**config.mk**
```make
export PLATFORM = sky130hd
export DESIGN_NAME = tcam_search_engine_flat
export DESIGN_NICKNAME = d
export VERILOG_FILES = /design/src/rtl/tcam_search_engine_if.sv /design/src/rtl/tcam_search_engine.sv /design/src/flat_wrapper.sv
export SDC_FILE = /design/constraint.sdc
export NUM_CORES = 1
export LEC_CHECK = 0
export ABC_AREA = 1
export CAP_MARGIN = 20
export CORE_MARGIN = 3
export CORE_UTILIZATION = 46
export CTS_BUF_LIST = sky130_fd_sc_hd__clkbuf_2
export DETAILED_ROUTE_END_ITERATION = 8
export PLACE_DENSITY = 0.86
export SYNTH_ARGS = -nofsm -noshare
export SYNTH_HDL_FRONTEND = slang
export SYNTH_SLANG_ARGS = --single-unit
export TNS_END_PERCENT = 30
```
**constraint.sdc**
```tcl
create_clock -name clk_i -period 4.9 [get_ports clk_i]
set_clock_uncertainty 0.05 [all_clocks]
set_input_delay 0.735 -clock clk_i [delete_from_list [all_inputs] [get_ports clk_i]]
set_output_delay 0.735 -clock clk_i [all_outputs]
set_load 0.05 [all_outputs]
```
**src/rtl/tcam_search_engine_if.sv**
```systemverilog
// Command/result handshake plus the SDRAM controller Avalon-MM port of the TCAM search engine.
// The engine connects through the slave modport; the command source and controller side use master.
interface tcam_search_engine_if #(
  parameter int ADDR_WID = 27,
  parameter int DATA_WID = 32,
  parameter int IDX_WID  = 4
);
  logic                cmd_vld;
  logic                cmd_rdy;
  logic [1:0]          cmd_op;
  logic [ADDR_WID-1:0] cmd_addr;
  logic [DATA_WID-1:0] cmd_key;
  logic [DATA_WID-1:0] cmd_mask;
  logic                res_vld;
  logic                res_hit;
  logic [IDX_WID-1:0]  res_index;
  logic                mem_init;
  logic                mem_read;
  logic                mem_write;
  logic [ADDR_WID-1:0] mem_address;
  logic [DATA_WID-1:0] mem_writedata;
  logic [DATA_WID-1:0] mem_readdata;
  logic                mem_initcomplete;
  logic                mem_waitrequest;
  logic                mem_readdatavalid;

  modport slave (
    input  cmd_vld, cmd_op, cmd_addr, cmd_key, cmd_mask,
           mem_readdata, mem_initcomplete, mem_waitrequest, mem_readdatavalid,
    output cmd_rdy, res_vld, res_hit, res_index,
           mem_init, mem_read, mem_write, mem_address, mem_writedata
  );

  modport master (
    output cmd_vld, cmd_op, cmd_addr, cmd_key, cmd_mask,
           mem_readdata, mem_initcomplete, mem_waitrequest, mem_readdatavalid,
    input  cmd_rdy, res_vld, res_hit, res_index,
           mem_init, mem_read, mem_write, mem_address, mem_writedata
  );
endinterface

```
**src/rtl/tcam_search_engine.sv**
```systemverilog
// TCAM command front end: SEARCH/UPDATE/INIT turned into single-word controller transactions; TCAM_TERNARY_MASK_EN enables the don't-care mask.
// Latency: strobe one cycle after accept when the controller is free; SEARCH costs issue + ack + read + compare per entry.
// Backpressure: cmd_rdy only in IDLE (no queuing); ISSUE holds off while mem_waitrequest is high.
module tcam_search_engine #(
  parameter int ADDR_WID = 27,
  parameter int DATA_WID = 32,
  parameter int IDX_WID  = 4
) (
  input  logic                 clk_i,
  input  logic                 rst_i,
  tcam_search_engine_if.slave  bus
);

  localparam logic [1:0] OP_SEARCH = 2'd0;
  localparam logic [1:0] OP_UPDATE = 2'd1;
  localparam logic [1:0] OP_INIT   = 2'd2;
  localparam logic [1:0] OP_NOP    = 2'd3;

  typedef enum logic [2:0] {
    IDLE, ISSUE, ACK, WAIT_RD, WAIT_WR, WAIT_INIT, COMPARE, DONE
  } state_t;

  state_t              state_q, state_d;
  logic [1:0]          op_q, op_d;
  logic [ADDR_WID-1:0] base_q, base_d, addr_q, addr_d;
  logic [DATA_WID-1:0] key_q, key_d, rdata_q, rdata_d, wdata_q, wdata_d;
  logic [IDX_WID-1:0]  idx_q, idx_d, res_idx_q, res_idx_d;
  logic                res_hit_q, res_hit_d;
  logic                rd_q, rd_d, wr_q, wr_d, init_q, init_d;
  logic                match;

`ifdef TCAM_TERNARY_MASK_EN
  logic [DATA_WID-1:0] mask_q, mask_d;
  assign match = ((rdata_q ^ key_q) & ~mask_q) == '0;
`else
  logic unused_mask;
  assign unused_mask = ^bus.cmd_mask;
  assign match = (rdata_q == key_q);
`endif

  assign bus.cmd_rdy       = (state_q == IDLE);
  assign bus.res_vld       = (state_q == DONE);
  assign bus.res_hit       = res_hit_q;
  assign bus.res_index     = res_idx_q;
  assign bus.mem_init      = init_q;
  assign bus.mem_read      = rd_q;
  assign bus.mem_write     = wr_q;
  assign bus.mem_address   = addr_q;
  assign bus.mem_writedata = wdata_q;

  always_comb begin
    state_d   = state_q;
    op_d      = op_q;
    base_d    = base_q;
    addr_d    = addr_q;
    key_d     = key_q;
    rdata_d   = rdata_q;
    wdata_d   = wdata_q;
    idx_d     = idx_q;
    res_idx_d = res_idx_q;
    res_hit_d = res_hit_q;
    rd_d      = 1'b0;
    wr_d      = 1'b0;
    init_d    = 1'b0;
`ifdef TCAM_TERNARY_MASK_EN
    mask_d    = mask_q;
`endif
    case (state_q)
      IDLE: begin
        if (bus.cmd_vld) begin
          op_d      = bus.cmd_op;
          base_d    = bus.cmd_addr;
          key_d     = bus.cmd_key;
`ifdef TCAM_TERNARY_MASK_EN
          mask_d    = bus.cmd_mask;
`endif
          idx_d     = '0;
          res_hit_d = 1'b0;
          res_idx_d = '0;
          state_d   = (bus.cmd_op == OP_NOP) ? DONE : ISSUE;
        end
      end
      ISSUE: begin
        if (!bus.mem_waitrequest) begin
          state_d = ACK;
          case (op_q)
            OP_SEARCH: begin
              rd_d   = 1'b1;
              addr_d = base_q + ADDR_WID'(idx_q);
            end
            OP_UPDATE: begin
              wr_d    = 1'b1;
              addr_d  = base_q;
              wdata_d = key_q;
            end
            OP_INIT: init_d  = 1'b1;
            default: state_d = DONE;
          endcase
        end
      end
      // Controller registers its inputs, so busy rises a couple of cycles after the strobe.
      ACK: begin
        if (bus.mem_waitrequest) begin
          case (op_q)
            OP_SEARCH: state_d = WAIT_RD;
            OP_UPDATE: state_d = WAIT_WR;
            default:   state_d = WAIT_INIT;
          endcase
        end
      end
      WAIT_RD: begin
        if (bus.mem_readdatavalid) begin
          rdata_d = bus.mem_readdata;
          state_d = COMPARE;
        end
      end
      WAIT_WR: if (!bus.mem_waitrequest) state_d = DONE;
      WAIT_INIT: if (bus.mem_initcomplete) state_d = DONE;
      COMPARE: begin
        if (match) begin
          res_hit_d = 1'b1;
          res_idx_d = idx_q;
          state_d   = DONE;
        end else if (idx_q == '1) begin
          state_d = DONE;
        end else begin
          idx_d   = idx_q + IDX_WID'(1);
          state_d = ISSUE;
        end
      end
      DONE: state_d = IDLE;
      default: state_d = IDLE;
    endcase
  end

  always_ff @(posedge clk_i or posedge rst_i) begin
    if (rst_i) begin
      state_q   <= IDLE;
      op_q      <= '0;
      base_q    <= '0;
      addr_q    <= '0;
      key_q     <= '0;
      rdata_q   <= '0;
      wdata_q   <= '0;
      idx_q     <= '0;
      res_idx_q <= '0;
      res_hit_q <= 1'b0;
      rd_q      <= 1'b0;
      wr_q      <= 1'b0;
      init_q    <= 1'b0;
`ifdef TCAM_TERNARY_MASK_EN
      mask_q    <= '0;
`endif
    end else begin
      state_q   <= state_d;
      op_q      <= op_d;
      base_q    <= base_d;
      addr_q    <= addr_d;
      key_q     <= key_d;
      rdata_q   <= rdata_d;
      wdata_q   <= wdata_d;
      idx_q     <= idx_d;
      res_idx_q <= res_idx_d;
      res_hit_q <= res_hit_d;
      rd_q      <= rd_d;
      wr_q      <= wr_d;
      init_q    <= init_d;
`ifdef TCAM_TERNARY_MASK_EN
      mask_q    <= mask_d;
`endif
    end
  end

endmodule

```
**src/flat_wrapper.sv**
```systemverilog
// flat-port wrapper written by rule: the top's interface ports become plain ports
module tcam_search_engine_flat 
#(
  parameter int ADDR_WID = 27,
  parameter int DATA_WID = 32,
  parameter int IDX_WID  = 4
)
  (clk_i, rst_i, bus_cmd_vld, bus_cmd_op, bus_cmd_addr, bus_cmd_key, bus_cmd_mask, bus_mem_readdata, bus_mem_initcomplete, bus_mem_waitrequest, bus_mem_readdatavalid, bus_cmd_rdy, bus_res_vld, bus_res_hit, bus_res_index, bus_mem_init, bus_mem_read, bus_mem_write, bus_mem_address, bus_mem_writedata);
  tcam_search_engine_if #(.ADDR_WID(ADDR_WID), .DATA_WID(DATA_WID), .IDX_WID(IDX_WID)) bus_i ();
  input  logic clk_i;
  input  logic rst_i;
  input wire logic [$bits(bus_i.cmd_vld)-1:0] bus_cmd_vld;
  input wire logic [$bits(bus_i.cmd_op)-1:0] bus_cmd_op;
  input wire logic [$bits(bus_i.cmd_addr)-1:0] bus_cmd_addr;
  input wire logic [$bits(bus_i.cmd_key)-1:0] bus_cmd_key;
  input wire logic [$bits(bus_i.cmd_mask)-1:0] bus_cmd_mask;
  input wire logic [$bits(bus_i.mem_readdata)-1:0] bus_mem_readdata;
  input wire logic [$bits(bus_i.mem_initcomplete)-1:0] bus_mem_initcomplete;
  input wire logic [$bits(bus_i.mem_waitrequest)-1:0] bus_mem_waitrequest;
  input wire logic [$bits(bus_i.mem_readdatavalid)-1:0] bus_mem_readdatavalid;
  output wire logic [$bits(bus_i.cmd_rdy)-1:0] bus_cmd_rdy;
  output wire logic [$bits(bus_i.res_vld)-1:0] bus_res_vld;
  output wire logic [$bits(bus_i.res_hit)-1:0] bus_res_hit;
  output wire logic [$bits(bus_i.res_index)-1:0] bus_res_index;
  output wire logic [$bits(bus_i.mem_init)-1:0] bus_mem_init;
  output wire logic [$bits(bus_i.mem_read)-1:0] bus_mem_read;
  output wire logic [$bits(bus_i.mem_write)-1:0] bus_mem_write;
  output wire logic [$bits(bus_i.mem_address)-1:0] bus_mem_address;
  output wire logic [$bits(bus_i.mem_writedata)-1:0] bus_mem_writedata;
  assign bus_i.cmd_vld = bus_cmd_vld;
  assign bus_i.cmd_op = bus_cmd_op;
  assign bus_i.cmd_addr = bus_cmd_addr;
  assign bus_i.cmd_key = bus_cmd_key;
  assign bus_i.cmd_mask = bus_cmd_mask;
  assign bus_i.mem_readdata = bus_mem_readdata;
  assign bus_i.mem_initcomplete = bus_mem_initcomplete;
  assign bus_i.mem_waitrequest = bus_mem_waitrequest;
  assign bus_i.mem_readdatavalid = bus_mem_readdatavalid;
  assign bus_cmd_rdy = bus_i.cmd_rdy;
  assign bus_res_vld = bus_i.res_vld;
  assign bus_res_hit = bus_i.res_hit;
  assign bus_res_index = bus_i.res_index;
  assign bus_mem_init = bus_i.mem_init;
  assign bus_mem_read = bus_i.mem_read;
  assign bus_mem_write = bus_i.mem_write;
  assign bus_mem_address = bus_i.mem_address;
  assign bus_mem_writedata = bus_i.mem_writedata;
  tcam_search_engine #(.ADDR_WID(ADDR_WID), .DATA_WID(DATA_WID), .IDX_WID(IDX_WID)) u_core (.clk_i(clk_i), .rst_i(rst_i), .bus(bus_i));
endmodule
```
**After elaboration in Yosys (flattened, before gate mapping)**

Index checks and enable logic that the tools add are counted.

- Add/subtract/negate cells: 2
- Reductions and logical operators: 12
- Muxes and demuxes: 31
- Bitwise gates (word level): 1
- Eq/ne operators: 21

Operator list:

| cell | count |
|---|---|
| one-hot mux 27 bit (2 select lines) | 1 |
| equality test 32 bit | 1 |
| two-way mux 3 bit | 10 |
| adder 27 x 4 -> 27 bit | 1 |
| one-hot mux 3 bit (8 select lines) | 1 |
| two-way mux 4 bit | 4 |
| inequality test 2 bit (second input constant) | 8 |
| one-hot mux 4 bit (2 select lines) | 2 |
| equality test 3 bit (second input constant) | 4 |
| two-way mux 1 bit | 11 |
| AND reduction 3 bit | 3 |
| equality test 3 x 2 -> 1 bit (second input constant) | 2 |
| one-hot mux 3 bit (2 select lines) | 1 |
| AND reduction 6 bit | 1 |
| adder 4 x 1 -> 4 bit (second input constant) | 1 |
| equality test 2 bit (second input constant) | 2 |
| equality test 4 bit (second input constant) | 1 |
| AND reduction 2 bit | 2 |
| AND reduction 4 bit | 1 |
| nonzero test 2 bit | 2 |
| equality test 3 x 1 -> 1 bit (second input constant) | 1 |
| zero test 3 bit | 1 |
| OR reduction 3 bit | 1 |
| equality test 2 x 1 -> 1 bit (second input constant) | 1 |
| 4 further kinds | 4 |

- Word-level logic and storage cells: 80
- Output and inout port bits: 69
- Input bits: 131
- Register bits after elaboration: 167

**Depth between registers and ports, before layout**

Gate-level depths: netlist (run 1).

- Word-level depth: 5
- Depth in mapped cells: 13

**Least setup slack after synthesis (run 1)**

OpenSTA, ideal clock, no wires.

- Kind: reg2out
- Start: register u_core.state_q[1]
- End: output bus_res_vld
- Path buffers: 0
- Slack: 2510 ps
- Data required time: 4115 ps
- Arrival time: 1605 ps
- Cell stages (with the launch flop): 3
- Path through: dfrtp_1 > inv_1 > nor3_1

- Word-level cells in the longest chain between the ends: 1

Ends and longest elaborated chain:

| what | RTL line | RTL |
|---|---|---|
| start, declared | tcam_search_engine.sv:23 | `state_t state_q, state_d;` |
| start signal, assigned | tcam_search_engine.sv:155 | `state_q <= state_d;` |
| equality test 3 bit | tcam_search_engine.sv:42 | `assign bus.res_vld = (state_q == DONE);` |
| end, declared | flat_wrapper.sv:22 | `output wire logic [$bits(bus_i.res_vld)-1:0] bus_res_vld;` |

Every way passes these cells.

**Worst setup path in the final report (run 1)**

- Start: register u_core.state_q[0]
- End: output bus_cmd_rdy

- Word-level cells in the longest chain between the ends: 1

Ends and longest elaborated chain:

| what | RTL line | RTL |
|---|---|---|
| zero test 3 bit | tcam_search_engine.sv:41 | `assign bus.cmd_rdy = (state_q == IDLE);` |
| end, declared | flat_wrapper.sv:21 | `output wire logic [$bits(bus_i.cmd_rdy)-1:0] bus_cmd_rdy;` |

Every way passes these cells.

==> metrics, run 1 <==
Clock Power Share=approximately an eighth; RSZ-0062 raised after global routing=false; Required @ worst endpoint=4.12 ns; internal power=3510 uW; DRC=0; DP HPWL=approximately 14 mm; CP Launch Type=flop; register area share after synthesis=53.9%; starting density of the core=47.9%; Fin. Hold Viols=0; H-tree depth=4; first-pass GRT wire length=31.5 mm; Post-Layout Inst Area=a little under 10,000 um^2; Post-CTS Setup Bufs=0; max cap viols=0; vias in the first global route=6,756; switching power=3120 uW; post-synthesis cell count=slightly above 900; sequential cell fraction of total power=between 30% and 40%; Final Max Slew Viols=0; Post-DP Area=9600 um^2; vias per cell=5.03; Sw Ratio=47.1%; P&R area growth vs syn=27.4%; clk sinks=167; status=complete, no violations; gr usage total=21.8%; Worst EP arrival=2.50 ns; Max Clk Rate=slightly above 300 MHz; post-layout util=61.0%; Netlist Area Pre-Place=about 7800 um^2; Synth area leaders=dfrtp_1 54%, nand2_1 13%, o21ai_0 7.3%; Max clock buf depth=2; Hold Buf Count CTS=0; syn_area_per_cell=between 8 and 9 um^2; Finish-stage setup viols=0; CTS root buf=clkbuf_2; Num CTS Buffers=17; Yosys cell types=31; final antenna-violating net count=0; Nets=1,225; post-cts sizing count=0; Mapped Nets=between 1,000 and 1,500; Yosys warnings=0; critical path class=reg2out; Sum Neg Setup Slack=0 ns; Post-Route WL=19.4 mm; CP max FO=5; per-cell routed wire length=roughly 15 um; Worst Hold Class=in2reg; grt total ovfl=0; Slew HR=32.2%; Pleak=0.00464 uW; leading area contributor after synthesis=dfrtp_1; CTS tree=yes; die height=approximately 140 um; Port Buf Inserts=167; share of cells above drive strength 1=~5.7%; DIE AREA=about 18,000 um^2; DRT iter0 DRCs=440; antenna fix cells=0; pin count of the biggest net entering global routing=168; Skew-Pair Late Insertion Delay=between 0.7 and 0.8 ns; DRT Pass-1 Iters=5; top cell type's share of synthesized area=53.9%; Comb power frac=49.9%; Cell Rows=between 40 and 50; crit share post-route=around two thirds; clock transition at the registers of the reported paths=0.24 ns; Seq cells post-synth=roughly 170; die width=136 um; Crit. End Element=output pin; Ports=200; post-layout minimum cycle time=3.29 ns; Worst VDD drop=~0.37 mV; Core Box Area=16,200 um^2; Pwr Density=671 nW/um^2; worst slew pin tran=1.02 ns; GPL Wtd Cong=0.875; initial antenna violation count=0; Vias=6,622
==> stage by stage <==
| step | hold WS [ns] | instances | power, uW | setup slack, ns |
|---|---|---|---|---|
| 6_report | 0.424 | 1317 | 6630 | 1.61 |
| 5_1_grt | 0.330 | 1317 | 7120 | 1.46 |
| 4_1_cts | 0.361 | 1317 | 6670 | 1.57 |
| 3_5_place_dp | 0.422 | 1285 | 5830 | 1.87 |
| 3_3_place_gp | 0.416 | 1285 | 5720 | 1.89 |
| 2_1_floorplan | 0.407 | 930 | 4730 | 1.99 |
==> placed cells by master, fill, tap and decap left out, drive strengths merged, types with 3 or more instances in the layout <==
master         synthesis  final
nor4                   4      4
xor2                  20     20
a31oi                  3      3
bufinv                 0      4
ha                     5      5
nand3                 43     43
nand4                 11     11
nor3                  13     13
o21ai                113    113
nor2                  80     80
mux2                  14     14
nand2                276    276
clkdlybuf4s50          0    167
buf                   19      3
o22ai                  4      4
xnor2                 11     11
a21oi                 25     25
or2                    5      5
clkinv                 0      4
clkbuf                12     20
dfrtp                167    167
inv                   98    100
==> cells by family (layout without fill, tap and decap cells) <==
logic type / Yosys count / in the layout / share of synthesized area (%)
multiplexers: 14 / 14 / 2.03
flip-flops: 167 / 167 / 53.9
AND/OR/NAND/NOR: 435 / 435 / 23.1
adder cells (fa/ha/maj): 6 / 6 / 1.07
buffers and inverters: 129 / 300 / 6.60
AO/OA/AOI/OAI: 148 / 148 / 9.76
XOR/XNOR: 31 / 31 / 3.50
==> registers in the layout (all words and copies together) (netlist names), 2 cells and up <==
signal,flops
u_core.op_q,2
u_core.bus.res_index,4
u_core.key_q,32
u_core.base_q,27
u_core.bus.mem_address,27
u_core.bus.mem_writedata,32
u_core.rdata_q,32
u_core.idx_q,4
u_core.state_q,3
==> Yosys cell counts <==
cell type / number
nand3_1: 40
clkbuf_1: 12
nand4_1: 11
o31ai_1: 2
nor4_1: 4
o22ai_1: 4
or3b_2: 1
xor2_1: 20
a31oi_1: 3
buf_1: 1
xnor2_1: 11
nor2_2: 1
nor3_1: 11
nand3_2: 3
o21a_1: 1
o21ai_0: 113
ha_1: 5
inv_2: 4
nor3_2: 2
nor2_1: 79
fa_1: 1
a21oi_1: 25
nand2_1: 276
buf_2: 16
nor3b_1: 2
mux2_1: 2
or2_2: 5
dfrtp_1: 167
inv_1: 94
mux2_2: 12
buf_4: 2
==> worst max-delay path, cell delays in order, from the launching register on <==
cell and delay, ns:
dfrtp_1 0.49, nor3_2 0.38, clkdlybuf4s50_1 0.88
==> power by group through the flow <==
stage          clock network [uW]  registers (uW)  logic [uW]
2_1_floorplan                   0            3320        1410
3_3_place_gp                    0            2490        3230
3_5_place_dp                    0            2520        3310
4_1_cts                       852            2490        3330
5_1_grt                       912            2570        3640
6_report                      832            2490        3300
==> metal layers <==
layer | GRT usage [%] | routed length (um) | vias to the layer above
met2 | 38.1 | 9580 | 221
met3 | 7.18 | 1580 | 26
met1 | 25.3 | 7920 | 3091
met5 | 0 | 0 | -
li1 | - | - | 3284
met4 | 7.05 | 300 | 0
==> path summary, 6_finish.rpt <==
kind | start | end | slack, ns | depth (start not counted)
max | u_core.state_q[0] | bus_cmd_rdy | 1.61 | 2
min | bus_cmd_addr[19] | u_core.base_q[19] | 0.42 | 3
max reg2reg | u_core.idx_q[0] | u_core.bus.mem_address[18] | 2.23 | 12
min reg2reg | u_core.bus.mem_address[13] | u_core.bus.mem_address[13] | 0.46 | 2
max in group asynchronous | rst_i | u_core.key_q[25] | 3.65 | 3
min in group asynchronous | rst_i | u_core.key_q[28] | 0.49 | 3
==> cell type report <==
type / instances / area [um^2]
clock inverters: 12 / 174
well taps: 216 / 270
multi-input cells: 634 / 3070
fillers: 1383 / 6300
flip-flops and latches: 167 / 4180
inverters: 98 / 372
clock buffers: 20 / 100
repair buffers: 170 / 1710
No activity file was read; power rests on OpenSTA's default activity.
==> run 2, diff against run 1 <==
clock period = 2.7 ns   (was 4.9 ns; I/O delays follow)
==> metrics, run 2 (synthesized netlist as in run 1, its figures left out) <==
Skew-Pair Late Insertion Delay=between 0.7 and 0.8 ns; CTS tree=yes; grt total ovfl=0; DRC=0; Multi-input gate area=about 3100 um^2; Finish-stage setup viols=0; Sum Neg Setup Slack=0 ns; DRT Pass-1 Iters=5; Worst VDD drop=0.735 mV; Pwr Density=1190 nW/um^2; Nets=1,231; Worst EP arrival=2.09 ns; initial antenna violation count=0; Max clock buf depth=2; critical path's slowest cell=dlygate4sd2_1; starting density of the core=about 48%; P&R area growth vs syn=27.6%; Fin. Hold Viols=0; FF+latch area=between 4000 and 5000 um^2; fill count=1,340; Num CTS Buffers=17; share of cells above drive strength 1=5.97%; die height=between 100 and 150 um; status=complete, no violations; CTS root buf=clkbuf_2; per-cell routed wire length=14.4 um; Core Box Area=16,200 um^2; commonest non-fill, non-tap cell in the layout=nand2_1; die width=136 um; DRT iter0 DRCs=440; GPL Wtd Cong=0.870; Final Max Slew Viols=0; Worst Hold Class=in2reg; pin count of the biggest net entering global routing=110; Power Total=around 12,000 uW; gr usage total=a little over a fifth; vias in the first global route=6,560; critical path class=reg2out; Max Clk Rate=392 MHz; CP peak stage delay=0.58 ns; final antenna-violating net count=0; crit share post-route=between 90 and 100%; DP HPWL=14.4 mm; H-tree depth=4; DIE AREA=between 15,000 and 20,000 um^2; clock transition at the registers of the reported paths=0.20 ns; CP Cell Sequence=nor3_2, dlygate4sd2_1; antenna fix cells=0; Ports=200; clk sinks=between 150 and 200; Cell Rows=46; RSZ-0062 raised after global routing=false; R2R depth=12; Port Buf Inserts=167; post-layout minimum cycle time=2.55 ns; CP Launch Type=flop; max cap viols=0; Required @ worst endpoint=2.25 ns; CP max FO=5; first-pass GRT wire length=31.4 mm; vias per cell=5.04; Vias=6,664; Slew HR=37.2%; worst slew pin tran=around 0.94 ns; commonest cells after routing, fill and taps aside=275 x nand2_1, 167 x dfrtp_1, 165 x clkdlybuf4s50_1, 113 x o21ai_0, 93 x inv_1; Post-Route WL=about 19 mm; worst hold stages=3; Pleak=between 0.004 and 0.005 uW; Crit. End Element=output pin
## run 2: cell types whose count changed in the layout (fill, tap and decap cells not counted), moves of 2 or more
cell	change
inv_6	-3
bufinv_16	-2
clkinvlp_4	+3
buf_12	+3
clkdlybuf4s50_1	-2
dlygate4sd2_1	+2
buf_4	+2
## run 2: power by group
| group | leakage (uW) | total [uW] | switching [uW] | internal (uW) |
|---|---|---|---|---|
| clock network | 0.000118 | 1230 | 820 | 405 |
| logic | 0.00252 | 6020 | 3920 | 2100 |
| registers | 0.00201 | 4530 | 861 | 3670 |
## run 2: worst paths after layout
path                                             from                            to  slack [ns]
setup / recovery                    u_core.state_q[1]                   bus_cmd_rdy        0.15
hold / removal                       bus_cmd_addr[19]             u_core.base_q[19]        0.15
setup reg to reg                      u_core.idx_q[0]    u_core.bus.mem_address[22]        0.26
hold reg to reg            u_core.bus.mem_address[21]    u_core.bus.mem_address[21]        0.46
max in group asynchronous                       rst_i             u_core.base_q[24]        1.43
min in group asynchronous                       rst_i  u_core.bus.mem_writedata[29]        0.50
## run 2: layer usage
| layer | global-route usage, % | vias up | part of all wire (%) |
|---|---|---|---|
| met2 | 36.5 | 229 | 50 |
| met1 | 26.3 | 3118 | 41 |
| met5 | 0 | - | 0 |
| met4 | 6.83 | 0 | 1.8 |
| met3 | 6.18 | 28 | 7.4 |
| li1 | - | 3289 | - |
## run 2: cell type report
type / instances / share of cell area (%)
clock buffer: 19 / 0.962
tap: 216 / 2.73
inverter: 98 / 3.76
timing repair buffer: 176 / 18.1
sequential: 167 / 42.3
multi-input combinational: 634 / 31.1
clock inverter: 11 / 1.11
## run 2: per-stage QoR
step                hold WS, ns  utilization [%]  instance area, um^2  setup slack [ns]  cells
floorplan                 0.407                -                 7760             0.118    930
global placement          0.414             59.8                 9670             0.245   1290
detailed placement        0.417             59.8                 9670             0.196   1290
CTS                      0.0774             61.1                 9890            0.0805   1321
global route             0.0564             61.1                 9890            0.0136   1321
finish                    0.154             61.1                 9890             0.151   1321
## run 2: timing repair
item / in CTS / in global routing
hold buffers: 1 / 0
hold endpoints to repair: 13 / 0
buffers inserted: 0 / 0
endpoints found under the setup margin: 2 / 1
resized for setup: 2 / 1
## run 2: critical path: cells and delay by family, from the launching register on
| kind | cells | cell delay [ns] |
|---|---|---|
| buffers and inverters | 1 | 0.58 |
| DFF | 1 | 0.49 |
| and+or+nand+nor | 1 | 0.32 |
==> run 3, diff against run 2 <==
CORE_MARGIN = 4   (was 3)
clock period = 2.3 ns   (was 2.7 ns; I/O delays follow)
==> metrics, run 3 (synthesized netlist as in run 1, its figures left out) <==
Post-Route WL=between 15 and 20 mm; pin count of the biggest net entering global routing=72; DRC=0; Comb power frac=49.0%; final antenna-violating net count=0; Max clock buf depth=2; internal power=~7300 uW; P&R area growth vs syn=29.9%; initial antenna violation count=1; Worst Hold Class=in2reg; die height=about 140 um; GPL Wtd Cong=0.898; Worst VDD drop=0.853 mV; Post-Layout Inst Area=10,100 um^2; Multi-input gate area=3100 um^2; Slew HR=approximately 58%; CP max FO=4; worst slew pin tran=between 0.6 and 0.7 ns; Crit. End Element=flop; Cell Rows=47; Nets=1,247; starting density of the core=46.9%; fill count=1,411; CTS root buf=clkbuf_2; sequential cell fraction of total power=a little under two fifths; FF+latch area=4190 um^2; Finish-stage setup viols=0; pre-CTS setup slack=0.0217 ns; gr usage total=21.8%; per-cell routed wire length=14.9 um; max cap viols=0; Post-DP Area=9720 um^2; status=complete, no violations; Worst EP arrival=2.79 ns; post-layout minimum cycle time=2.21 ns; post-layout util=about three fifths; CP Launch Type=flop; commonest cells after routing, fill and taps aside=273 x nand2_1, 162 x dfrtp_1, 113 x o21ai_0, 98 x clkdlybuf4s50_1, 91 x inv_1; H-tree depth=4; Final Max Slew Viols=0; DP HPWL=14.6 mm; Core Box Area=16,500 um^2; clock transition at the registers of the reported paths=roughly 0.22 ns; Fin. Hold Viols=0; vias in the first global route=6,781; final worst slack=0.0903 ns; Power Total=14,000 uW; share of cells above drive strength 1=8.11%; DIE AREA=~19,000 um^2; Ports=200; Port Buf Inserts=167; critical path class=reg2reg; vias per cell=a little over 5; commonest non-fill, non-tap cell in the layout=nand2_1; Clock Power Share=13.1%; clk sinks=167; Pleak=0.00490 uW; switching power=6700 uW; CTS tree=yes; Hold WS=0.0842 ns; Max Clk Rate=453 MHz; Vias=6,791; first-pass GRT wire length=32.2 mm; crit share post-route=96.1%; Skew-Pair Late Insertion Delay=0.74 ns; DRT iter0 DRCs=448; Num CTS Buffers=17; Pwr Density=1390 nW/um^2; DRT Pass-1 Iters=8; grt total ovfl=0; Required @ worst endpoint=~2.9 ns; die width=138 um; Sw Ratio=48.0%
## run 3: cell count changes in the layout (fill, tap and decap cells not counted), moves of 3 or more
cell / change
dlygate4sd3_1: +8
clkdlybuf4s50_1: -67
bufinv_16: +3
dfrtp_1: -5
dlygate4sd2_1: +65
dfrtp_2: +5
buf_4: +9
## run 3: final cells by class
cell class              count  share of cell area (%)
flip-flops and latches    167                    41.6
multi-input cells         634                    30.8
repair buffers            192                    18.3
inverters                  98                    3.69
well taps                 220                    2.73
clock inverters            14                    2.06
clock buffers              17                   0.845
diodes                      1                  0.0248
## run 3: worst paths after layout
check                                       startpoint                            to  slack, ns  depth (start not counted)
max reg2reg                            u_core.idx_q[0]    u_core.bus.mem_address[24]       0.09                         13
min                                   bus_cmd_addr[22]             u_core.base_q[22]       0.08                          3
max                                    u_core.idx_q[0]    u_core.bus.mem_address[24]       0.09                         13
min in group asynchronous                        rst_i  u_core.bus.mem_writedata[31]       0.55                          4
min reg2reg                u_core.bus.mem_writedata[6]   u_core.bus.mem_writedata[6]       0.46                          2
max in group asynchronous                        rst_i            u_core.rdata_q[26]       1.28                          4
## run 3: critical path: stages (launching register included)
cell and delay (ns):
dfrtp_1 0.42, ha_2 0.19, inv_1 0.06, fa_2 0.34, inv_2 0.08, nand3_1 0.08, nand2_2 0.09, nand2_2 0.07
buf_6 0.14, inv_2 0.06, nand4_1 0.12, or2_4 0.29, nand3_1 0.07, nand2_1 0.05
## run 3: metrics by stage
stage / setup TNS [ns] / std cells
finish: 0 / 1343
global route: -0.00895 / 1343
CTS: -0.0113 / 1336
detailed placement: 0 / 1300
global placement: 0 / 1300
floorplan: -37.03 / 930
## run 3: repair_timing
action                                  in CTS  in global routing
hold endpoints to repair                   125                  4
setup buffers                                0                  2
cloned                                       0                  0
pin swaps                                    0                  2
endpoints found under the setup margin      69                 10
hold buffers                                 5                  4
gates resized for setup                     68                 15
## run 3: power groups by stage
| stage | Clock [uW] | Sequential (uW) | Combinational [uW] |
|---|---|---|---|
| finish | 1830 | 5300 | 6850 |
| CTS | 1870 | 5280 | 6860 |
| global route | 2000 | 5480 | 7560 |
| detailed placement | 0 | 5350 | 7190 |
| global placement | 0 | 5270 | 7000 |
| floorplan | 0 | 7070 | 3010 |
## run 3: routing by layer
layer	part of all wire [%]	up-vias	track usage [%]	routed length, um
met5	0	-	0	0
met4	2.3	0	8.51	454
met3	8.4	38	6.79	1690
met2	49	276	37.0	9830
met1	40	3150	26.0	8010
li1	-	3327	-	-
